`src/rtl/hs_pkg.sv`:
```
// Shared handshake-block package: state encoding for the stream deserializer.
package hs_pkg;

    typedef enum logic [1:0] {
        FILL   = 2'd0,
        HOLD   = 2'd1,
        REREAD = 2'd2
    } hs_deser_state_t;

endpackage

```
`src/rtl/hs_deserializer.sv`:
```
// Collects COUNT ready/valid beats of WIDTH bits into one vector on a ready/valid output port.
// Optional upstream replay request (loop_i/reread_o) is built when HS_DESER_REREAD_EN is defined.
module hs_deserializer
    import hs_pkg::*;
#(
    parameter int WIDTH = 8,
    parameter int COUNT = 4
) (
    input  logic                   clk_core,
    input  logic                   rst_core_n,
    input  logic                   flush,
    output logic                   ready_o,
    input  logic                   valid_i,
    input  logic [WIDTH-1:0]       in,
    input  logic                   ready_i,
    output logic                   valid_o,
    output logic [COUNT*WIDTH-1:0] out
`ifdef HS_DESER_REREAD_EN
    ,
    input  logic                   loop_i,
    output logic                   reread_o
`endif
);

    localparam int IDX_W = (COUNT > 1) ? $clog2(COUNT) : 1;
    localparam logic [IDX_W-1:0] IDX_LAST = IDX_W'(COUNT - 1);

    hs_deser_state_t        state_q, state_d;
    logic [IDX_W-1:0]       idx_q, idx_d;
    logic [COUNT*WIDTH-1:0] data_q;
    logic                   wr_en;
    logic                   beat_hs;
    logic                   vec_hs;
    logic                   loop_req;

`ifdef HS_DESER_REREAD_EN
    assign loop_req = loop_i;
`else
    assign loop_req = 1'b0;
`endif

    assign beat_hs = valid_i & ready_o;
    assign vec_hs  = valid_o & ready_i;
    assign out     = data_q;

    always_ff @(posedge clk_core or negedge rst_core_n) begin
        if (!rst_core_n) begin
            state_q <= FILL;
            idx_q   <= '0;
        end else begin
            state_q <= state_d;
            idx_q   <= idx_d;
        end
    end

    // idx is always 0 in HOLD, so a beat taken alongside a vector handshake lands in slot 0.
    always_ff @(posedge clk_core or negedge rst_core_n) begin
        if (!rst_core_n) begin
            data_q <= '0;
        end else if (wr_en) begin
            for (int k = 0; k < COUNT; k++) begin
                if (idx_q == IDX_W'(k)) begin
                    data_q[k*WIDTH +: WIDTH] <= in;
                end
            end
        end
    end

    always_comb begin
        state_d = state_q;
        idx_d   = idx_q;
        wr_en   = 1'b0;
        if (flush) begin
            state_d = FILL;
            idx_d   = '0;
        end else begin
            case (state_q)
                FILL: begin
                    if (beat_hs) begin
                        wr_en = 1'b1;
                        if (idx_q == IDX_LAST) begin
                            idx_d   = '0;
                            state_d = HOLD;
                        end else begin
                            idx_d = idx_q + IDX_W'(1);
                        end
                    end
                end
                HOLD: begin
                    if (vec_hs) begin
                        if (loop_req) begin
                            state_d = REREAD;
                            idx_d   = '0;
                        end else if (beat_hs) begin
                            wr_en = 1'b1;
                            if (COUNT == 1) begin
                                state_d = HOLD;
                                idx_d   = '0;
                            end else begin
                                state_d = FILL;
                                idx_d   = IDX_W'(1);
                            end
                        end else begin
                            state_d = FILL;
                            idx_d   = '0;
                        end
                    end
                end
                REREAD: begin
                    state_d = FILL;
                    idx_d   = '0;
                end
                default: begin
                    state_d = FILL;
                    idx_d   = '0;
                end
            endcase
        end
    end

    // ready_o follows ready_i in HOLD so a new beat can ride along with the vector handshake.
    always_comb begin
        ready_o = 1'b0;
        valid_o = 1'b0;
`ifdef HS_DESER_REREAD_EN
        reread_o = 1'b0;
`endif
        case (state_q)
            FILL: begin
                ready_o = 1'b1;
            end
            HOLD: begin
                valid_o = 1'b1;
                ready_o = ready_i & ~loop_req;
            end
            REREAD: begin
`ifdef HS_DESER_REREAD_EN
                reread_o = ~flush;
`endif
            end
            default: begin
                ready_o = 1'b0;
            end
        endcase
    end

endmodule

```
`config.mk`:
```
export PLATFORM = sky130hd
export DESIGN_NAME = hs_deserializer
export DESIGN_NICKNAME = d
export VERILOG_FILES = /design/src/rtl/hs_pkg.sv /design/src/rtl/hs_deserializer.sv
export SDC_FILE = /design/constraint.sdc
export NUM_CORES = 1
export LEC_CHECK = 0
export ABC_CLOCK_PERIOD_IN_PS = 1700
export CORE_UTILIZATION = 25
export CTS_CLUSTER_DIAMETER = 60
export DETAILED_ROUTE_END_ITERATION = 10
export PLACE_DENSITY = 0.49
export SLEW_MARGIN = 0
export SYNTH_ARGS = -nofsm -noshare
export SYNTH_HDL_FRONTEND = slang
export SYNTH_SLANG_ARGS = --single-unit
```
`constraint.sdc`:
```
create_clock -name clk_core -period 1.7 [get_ports clk_core]
set_clock_uncertainty 0.05 [all_clocks]
set_input_delay 0.425 -clock clk_core [delete_from_list [all_inputs] [get_ports clk_core]]
set_output_delay 0.425 -clock clk_core [all_outputs]
set_load 0.02 [all_outputs]
```
# After elaboration in Yosys (flattened, before gate mapping)

Cells that the tools add are included.

Bits in registers: 36
Latch bits: 0
Bits in writable memories: 0
Bits in read-only memories: 0
Output and inout port bits: 34
Logic and storage cells: 41
Memories kept: 0

$add $sub $neg: 1
$mul: 0
Divide/modulo/power cells: 0
$lt $le $gt $ge: 0
Eq/ne operators: 7
Shifts and indexed selects: 0
Muxes and demuxes: 17
Bitwise logic cells: 2
Reduce and logical (&&, ||, !) cells: 8

Operators by type and width:

| kind                | count |
|---|---|
| $mux 2              | 8 |
| $reduce_and 2->1    | 5 |
| $ne 3x3->1 const B  | 3 |
| $pmux 2 s2          | 2 |
| $mux 1              | 5 |
| $eq 2x1->1 const B  | 2 |
| $eq 2x2->1 const B  | 2 |
| $logic_not 2->1     | 2 |
| $pmux 1 s2          | 2 |
| $reduce_and 3->1    | 1 |
| $add 2x1->2 const B | 1 |
| $and 1x1->1         | 2 |

# Longest topological paths before layout

Gate-level depths: netlist of run 1.

Depth after elaboration: 8
Depth in mapped cells: 4
Mapped depth without buffers: 4

# Worst setup path after synthesis of run 1

Ideal clock, no wire load.

Path kind: register to register
From: register state_q[0]
To: register data_q[0], in the netlist out[0]
Arrival time: 1281 ps
Required time: 1525 ps
Setup slack: 244 ps
Stages on the path, launching flop included: 5
Cells stage by stage: dfrtp_1 nand2b_1 buf_4 nand3_4 mux2_4

Longest elaborated chain between the ends: 8
Elaborated cells on any way between the ends: 11
Those cells by class: eq/ne (1); mux (6); bitwise (2); reduce/logical (2)

RTL lines:

| element                                              | line                                         | text |
|---|---|---|
| from (decl)                                          | hs_deserializer.sv:28                        | `hs_deser_state_t state_q, state_d;` |
| from (signal assigned)                               | hs_deserializer.sv:51                        | `state_q <= state_d;` |
| $eq 2x1->1 / $logic_not 2->1 (equally long branches) | hs_deserializer.sv:128                       | `case (state_q)` |
| $pmux 1 s2 *                                         | hs_deserializer.sv:128                       |  |
| via ready_o                                          | hs_deserializer.sv:12                        | `output logic ready_o,` |
| $and 1x1->1 *                                        | hs_deserializer.sv:42                        | `assign beat_hs = valid_i & ready_o;` |
| $mux 1 *                                             | hs_deserializer.sv:79, hs_deserializer.sv:94 |  |
| $mux 1                                               | hs_deserializer.sv:90                        | `if (vec_hs) begin` |
| $pmux 1 s2 *                                         | hs_deserializer.sv:77                        | `case (state_q)` |
| $mux 1 *                                             | hs_deserializer.sv:73                        | `if (flush) begin` |
| $reduce_and 2->1 (no source line) *                  | --                                           |  |
| to (signal, indexed assignment)                      | hs_deserializer.sv:63                        | `data_q[k*WIDTH +: WIDTH] <= in;` |
| to (decl)                                            | hs_deserializer.sv:30                        | `logic [COUNT*WIDTH-1:0] data_q;` |

The timed path passes the listed nets; every way through them passes the cells marked *.
A chain may end at the register's enable or synchronous reset.

# Worst setup path in the final report of run 1

From: input port ready_i
To: output port ready_o

Longest elaborated chain between the ends: 1

RTL lines:

| element     | line                   | text |
|---|---|---|
| from (decl) | hs_deserializer.sv:15  | `input logic ready_i,` |
| $pmux 1 s2  | hs_deserializer.sv:128 |  |
| to (decl)   | hs_deserializer.sv:12  |  |

Every way passes these cells.

==> results of run 1 <==
-- per-stage QoR --
step                setup slack [ns]  setup TNS [ns]
finish                        0.0416               0
global route                  0.0112               0
CTS                          0.00589               0
detailed placement            -0.431          -11.06
global placement              -0.388          -10.19
floorplan                      0.244               0
-- sequential cells by signal (all words and copies together) (netlist names) --
signal and cells:
state_q 1, out 32, idx_q 2
-- final cells by class --
cell class	count	area, um^2
clock buffers	7	76.3
multi-input cells	52	594
clock inverters	1	5.00
inverters	2	7.51
well taps	72	90.1
fillers	565	3480
repair buffers	53	483
flip-flops and latches	35	876
-- power by group --
group | switching (W) | internal (W)
registers | 0.000100 | 0.00103
clock network | 0.000281 | 0.000287
logic | 0.000423 | 0.000391
-- layer usage --
layer | share of wire | vias to the layer above | global-route usage
met5 | 0 | - | 0
met4 | 0.017 | 0 | 0.0436
met3 | 0.069 | 5 | 0.0414
met2 | 0.48 | 32 | 0.189
met1 | 0.44 | 469 | 0.134
li1 | - | 439 | -
-- cells by family after synthesis --
family / count (synthesis) / synth area share
flip-flops: 35 / 0.589
multiplexers: 33 / 0.269
AND/OR/NAND/NOR: 11 / 0.0741
AO/OA/AOI/OAI: 4 / 0.0160
buffers and inverters: 4 / 0.0177
adder cells (fa/ha/maj): 4 / 0.0337
-- cell usage after synthesis, drive strengths merged --
| master | instances | area, um^2 |
|---|---|---|
| a21oi | 2 | 10.0 |
| a22oi | 1 | 7.51 |
| a31oi | 1 | 6.26 |
| and2b | 1 | 7.51 |
| buf | 2 | 18.8 |
| dfrtp | 35 | 876 |
| ha | 4 | 50.1 |
| inv | 2 | 7.51 |
| mux2 | 32 | 390 |
| mux2i | 1 | 10.0 |
| nand2 | 2 | 7.51 |
| nand2b | 1 | 6.26 |
| nand3 | 4 | 70.1 |
| nor2 | 1 | 3.75 |
| nor2b | 1 | 6.26 |
| nor4b | 1 | 8.76 |
-- worst max-delay path: stages --
cell,delay [ns]
sky130_fd_sc_hd__clkdlybuf4s50_1,0.49
sky130_fd_sc_hd__nand2b_4,0.14
sky130_fd_sc_hd__buf_4,0.14
-- what timing repair did --
| action | CTS | global route |
|---|---|---|
| gates resized for setup | 38 | 4 |
| setup endpoints to repair | 59 | 10 |
| pin swaps | 0 | 1 |
| endpoints found under the hold margin | 11 | 0 |
| hold buffers | 1 | 0 |
-- worst paths after layout --
kind,startpoint,endpoint,slack [ns]
worst max register to register,idx_q[0],out[0],0.27
worst max-delay path,ready_i,ready_o,0.04
max in group asynchronous,rst_core_n,out[13],0.65
worst min register to register,out[16],out[16],0.44
min in group asynchronous,rst_core_n,out[14],0.52
worst min-delay path,out[16],out[16],0.44
==> results.txt, run 1 <==
----------------------------------------------------
[Routing]
  Vias after detailed routing ... 945
  Number of routed nets with antenna violations ... 0
  Total routed wirelength ... 3.23 mm
  Number of remaining DRC errors ... 0
  Iter 0 DRT Violations ... 15
  Detailed-routing iteration count for the pre-antenna-repair pass ... 3
  Detailed-route vias per instance ... 4.26
  Avg WL per Cell ... 14.6 um

[Floorplan]
  Number of standard-cell rows in the floorplan ... 27
  Floorplan die area ... 0.00626 mm^2
  Die Span X ... 79.1 um
  Initial standard-cell utilization of the core ... 0.265
  Num ports ... 47
  Y dimension of the die ... 79.1 um
  Core footprint ... 0.00561 mm^2

[Layout]
  Most common cell after layout, fill and taps aside ... sky130_fd_sc_hd__dfrtp_1
  Nets ... 166
  Commonest cells after routing, fill and taps aside ... sky130_fd_sc_hd__dfrtp_1, sky130_fd_sc_hd__dlygate4sd2_1, sky130_fd_sc_hd__mux2_2
  Antenna diode instance count ... 0
  Proportion of layout cells with a drive suffix above 1 ... 0.333
  Core Util, Final ... 0.380
  Non-filler cells, final ... 222
  Area of all placed cells without fillers ... 0.00213 mm^2
  Area growth from synthesis to final layout ... 43.4%

[Timing]
  Number of setup violations in the final report ... 0
  Unrepaired setup endpoints after global routing ... no
  Time the worst path needs with I/O delays and setup ... 1.66 ns
  Final hold violation count ... 0
  Part of the cycle the worst path needs ... 0.976
  Slew at the pin closest to its max-slew limit ... 0.327 ns
  Tightest hold margin ... 0.439 ns
  Timing-limited maximum frequency ... 603 MHz
  Number of slew-limit violations in the final report ... 0
  Rel. slew slack ... 0.782

[Placement]
  Post-place instance area ... 0.00207 mm^2
  Detailed Place HPWL ... 2.45 mm
  IO Port Bufs ... 46
  Final weighted congestion in routability-driven placement ... 0.679
  Total placed cells including tap cells ... 213

[Clock network]
  Clock-pin slew on the worst setup and hold paths ... 0.06 ns
  Sinks on Clock Net ... 35
  H-tree levels ... 2
  CTS root buf ... sky130_fd_sc_hd__clkbuf_8
  Clock tree from TritonCTS ... done
  Post-CTS Setup Bufs ... 0
  Number of CTS-inserted buffers ... 5
  Buffers from clock root to sink, at most ... 2
  Clock insertion delay at the later pin of the skew report ... 0.28 ns

[Pwr]
  Total power ... 0.00251 W
  Pwr per Cell Area ... 1180 mW/mm^2
  Peak supply drop ... 365 uV
  Static leakage power ... 1.05 nW

[Global routing]
  First-pass GRT wire length ... 5.24 mm
  Largest net degree at the start of global routing ... 25
  Vias in the first global route ... 1007
  Total routing usage reported by global routing ... 0.114
  Initial antenna violation count ... 0
  Global-route congestion overflow total ... 0

[Critical path]
  Type of element capturing the critical path ... output port
  Top fanout value on the critical path ... 2
  Type of the setup path with the least slack ... primary input to output port
  Startpoint class of the critical path ... primary input
  Arrival time reported for the critical path endpoint ... 1.18 ns
  Required time of the critical path ... 1.22 ns
  Worst R2R Path Depth ... 4

[Flow run]
  Number of max-capacitance violations reported ... 0

[Logic synthesis]
  Seq/Total Area, Yosys ... 0.589
  Total of warnings raised by yosys ... 0
  Post-synthesis cell area ... 0.00149 mm^2
  Register bit count reported by yosys ... 35
  Net count after synthesis ... 108
  Number of distinct library cell variants in the gate-level netlist after synthesis ... 19
  Syn Inst Count ... 91
  Post-synthesis average cell area ... 16.3 um^2

[Min path]
  Hold Crit Class ... flip-flop to flip-flop
  Worst hold path cell count ... 1

[Status]
  Status ... completed

----------------------------------------------------
Power figures use the tool's default switching activity.
==> inputs of run 2 (changes only) <==
--- a/config.mk
+++ b/config.mk
@@ -10,6 +10,7 @@
 export CTS_CLUSTER_DIAMETER = 60
 export DETAILED_ROUTE_END_ITERATION = 10
 export PLACE_DENSITY = 0.49
+export SETUP_SLACK_MARGIN = 0.02
 export SLEW_MARGIN = 0
 export SYNTH_ARGS = -nofsm -noshare
 export SYNTH_HDL_FRONTEND = slang
==> run 2 against run 1 <==
Compared with the run above: setup slack hardly changed; clock power hardly changed; worst hold slack worse by 0.048 ns; register-to-register slack hardly changed; wire length stayed put; non-clock buffer count stayed put; total power hardly changed; cell count stayed put; final area is 0.12% higher; global-route usage stayed put; largest power group unchanged; highest routed layer unchanged.
==> results.txt, run 2 (same netlist as run 1, synthesis figures left out) <==
----------------------------------------------------
[Timing]
  Setup TNS ... 0 ns (unchanged)
  Part of the cycle the worst path needs ... 0.976 (about the same)
  Number of slew-limit violations in the final report ... 0 (unchanged)
  Unrepaired setup endpoints after global routing ... no (unchanged)
  Rel. slew slack ... 0.782 (unchanged)
  Timing-limited maximum frequency ... 603 MHz (unchanged)
  Number of setup violations in the final report ... 0 (unchanged)
  Smallest setup slack after layout ... 0.0416 ns (about the same)
  Slew at the pin closest to its max-slew limit ... 0.327 ns (unchanged)
  Time the worst path needs with I/O delays and setup ... 1.66 ns (about the same)
  Final hold violation count ... 0 (unchanged)
  Tightest hold margin ... 0.391 ns (was 0.439 ns)

[Routing]
  Avg WL per Cell ... 14.6 um (unchanged)
  Vias after detailed routing ... 946 (was 945)
  Detailed-route vias per instance ... 4.26 (about the same)
  Number of remaining DRC errors ... 0 (unchanged)
  Detailed-routing iteration count for the pre-antenna-repair pass ... 3 (unchanged)
  Iter 0 DRT Violations ... 17 (was 15)
  Number of routed nets with antenna violations ... 0 (unchanged)
  Total routed wirelength ... 3.23 mm (unchanged)

[Pwr]
  Sw Ratio ... 0.321 (about the same)
  Relative contribution of combinational cells to total power ... 0.324 (was 0.325)
  Power Internal ... 0.00170 W (about the same)
  Share of power burned in registers ... 0.449 (about the same)
  Pwr per Cell Area ... 1180 mW/mm^2 (about the same)
  Peak supply drop ... 365 uV (unchanged)
  Net Sw Power ... 0.000805 W (about the same)
  Relative contribution of the clock network to total power ... 0.227 (about the same)
  Static leakage power ... 1.06 nW (was 1.05 nW)

[Global routing]
  Global-route met3 utilization ... 0.0414 (unchanged)
  Total routing usage reported by global routing ... 0.114 (unchanged)
  Largest net degree at the start of global routing ... 25 (unchanged)
  Most Crowded Layer GR ... met2 (unchanged)
  Initial antenna violation count ... 0 (unchanged)
  First-pass GRT wire length ... 5.23 mm (was 5.24 mm)
  Global-route congestion overflow total ... 0 (unchanged)
  Vias in the first global route ... 1003 (was 1007)
  Met1 track utilization from global routing ... 0.135 (was 0.134)
  Met2 track demand over resource ... 0.188 (was 0.189)

[Clock network]
  Buffers from clock root to sink, at most ... 2 (unchanged)
  Post-CTS Setup Bufs ... 0 (unchanged)
  Clock tree from TritonCTS ... done (unchanged)
  Sinks on Clock Net ... 35 (unchanged)
  Number of CTS-inserted buffers ... 5 (unchanged)
  Clock insertion delay at the later pin of the skew report ... 0.28 ns (about the same)
  CTS root buf ... sky130_fd_sc_hd__clkbuf_8 (unchanged)
  Clock-pin slew on the worst setup and hold paths ... 0.07 ns (was 0.06 ns)
  H-tree levels ... 2 (unchanged)

[Floorplan]
  Y dimension of the die ... 79.1 um (unchanged)
  Die Span X ... 79.1 um (unchanged)
  Number of standard-cell rows in the floorplan ... 27 (unchanged)
  Floorplan die area ... 0.00626 mm^2 (unchanged)
  Core footprint ... 0.00561 mm^2 (unchanged)
  Initial standard-cell utilization of the core ... 0.265 (unchanged)
  Num ports ... 47 (unchanged)

[Critical path]
  Type of the setup path with the least slack ... primary input to output port (unchanged)
  Crit path from ... ready_i (unchanged)
  Worst reg2reg path startpoint ... idx_q[0] (unchanged)
  Required time of the critical path ... 1.22 ns (about the same)
  Startpoint class of the critical path ... primary input (unchanged)
  Arrival time reported for the critical path endpoint ... 1.18 ns (about the same)
  Type of element capturing the critical path ... output port (unchanged)
  Top fanout value on the critical path ... 2 (unchanged)

[Layout]
  Commonest cells after routing, fill and taps aside ... sky130_fd_sc_hd__dfrtp_1, sky130_fd_sc_hd__dlygate4sd2_1, sky130_fd_sc_hd__mux2_2 (unchanged)
  Core Util, Final ... 0.381 (was 0.380)
  Flip-flop count of the largest register after layout ... 32 (unchanged)
  Antenna diode instance count ... 0 (unchanged)
  Nets ... 166 (unchanged)
  Most common cell after layout, fill and taps aside ... sky130_fd_sc_hd__dfrtp_1 (unchanged)
  Fillers ... 566 (was 565)
  Area growth from synthesis to final layout ... 43.6% (was 43.4%)
  Non-filler cells, final ... 222 (unchanged)
  Proportion of layout cells with a drive suffix above 1 ... 0.333 (unchanged)

[Min path]
  Critical hold path startpoint ... flush (was out[16])
  Hold Crit Class ... primary input to flip-flop (was flip-flop to flip-flop)

[Status]
  Status ... completed (unchanged)

[Placement]
  Total placed cells including tap cells ... 213 (unchanged)
  Final weighted congestion in routability-driven placement ... 0.679 (unchanged)
  IO Port Bufs ... 46 (unchanged)
  Detailed Place HPWL ... 2.45 mm (unchanged)
  Post-Place Worst Slack ... -0.431 ns (unchanged)

[Flow run]
  Number of max-capacitance violations reported ... 0 (unchanged)

----------------------------------------------------
[run 2: changes by cell type in the layout (fill, tap and decap cells not counted)]
cell                              delta
sky130_fd_sc_hd__clkdlybuf4s50_1     -1
sky130_fd_sc_hd__dlymetal6s2s_1      +1
[run 2: final cells by class]
cell class              instances  area [um^2]  area share
clock inverters                 1         5.00     0.00234
repair buffers                 53          485       0.227
well taps                      72         90.1      0.0422
clock buffers                   7         76.3      0.0358
multi-input cells              52          594       0.278
inverters                       2         7.51     0.00352
flip-flops and latches         35          876       0.410
[run 2: worst max-delay path, stage by stage]
cell                              delay [ns]
sky130_fd_sc_hd__clkdlybuf4s50_1        0.49
sky130_fd_sc_hd__nand2b_4               0.14
sky130_fd_sc_hd__buf_4                  0.14
[run 2: per-stage QoR]
step                total power [W]  area, um^2
global route                0.00265        2130
global placement            0.00209        2070
detailed placement          0.00211        2070
floorplan                   0.00160        1490
CTS                         0.00256        2130
finish                      0.00251        2130
[run 2: power groups by stage]
stage / Combinational, W / Clock (W) / Sequential (W)
after global routing: 0.000864 / 0.000629 / 0.00116
final: 0.000814 / 0.000568 / 0.00113
after floorplan: 0.000232 / 0 / 0.00137
after global placement: 0.000947 / 0 / 0.00114
after detailed placement: 0.000961 / 0 / 0.00115
after CTS: 0.000828 / 0.000597 / 0.00113
[run 2: path summary, 6_finish.rpt]
check                           end  slack [ns]  cells past startpoint
setup / recovery            ready_o        0.04                      3
hold / removal             idx_q[0]        0.39                      3
setup reg to reg             out[0]        0.27                      4
hold reg to reg             out[16]        0.44                      1
max in group asynchronous   out[13]        0.65                      3
min in group asynchronous   out[14]        0.52                      2
[run 2: layer usage]
metal  vias to the layer above  part of all wire  wire (um)
li1                        439                 -          -
met1                       470              0.44       1410
met2                        32              0.48       1550
met3                         5             0.069        224
met4                         0             0.017         54
met5                         -                 0          0
[run 2: repair_timing]
action	CTS	global route
cloned	0	0
hold endpoints to repair	11	0
endpoints found under the setup margin	66	8
resized for setup	41	2
pin swaps	1	1
hold buffers	1	0
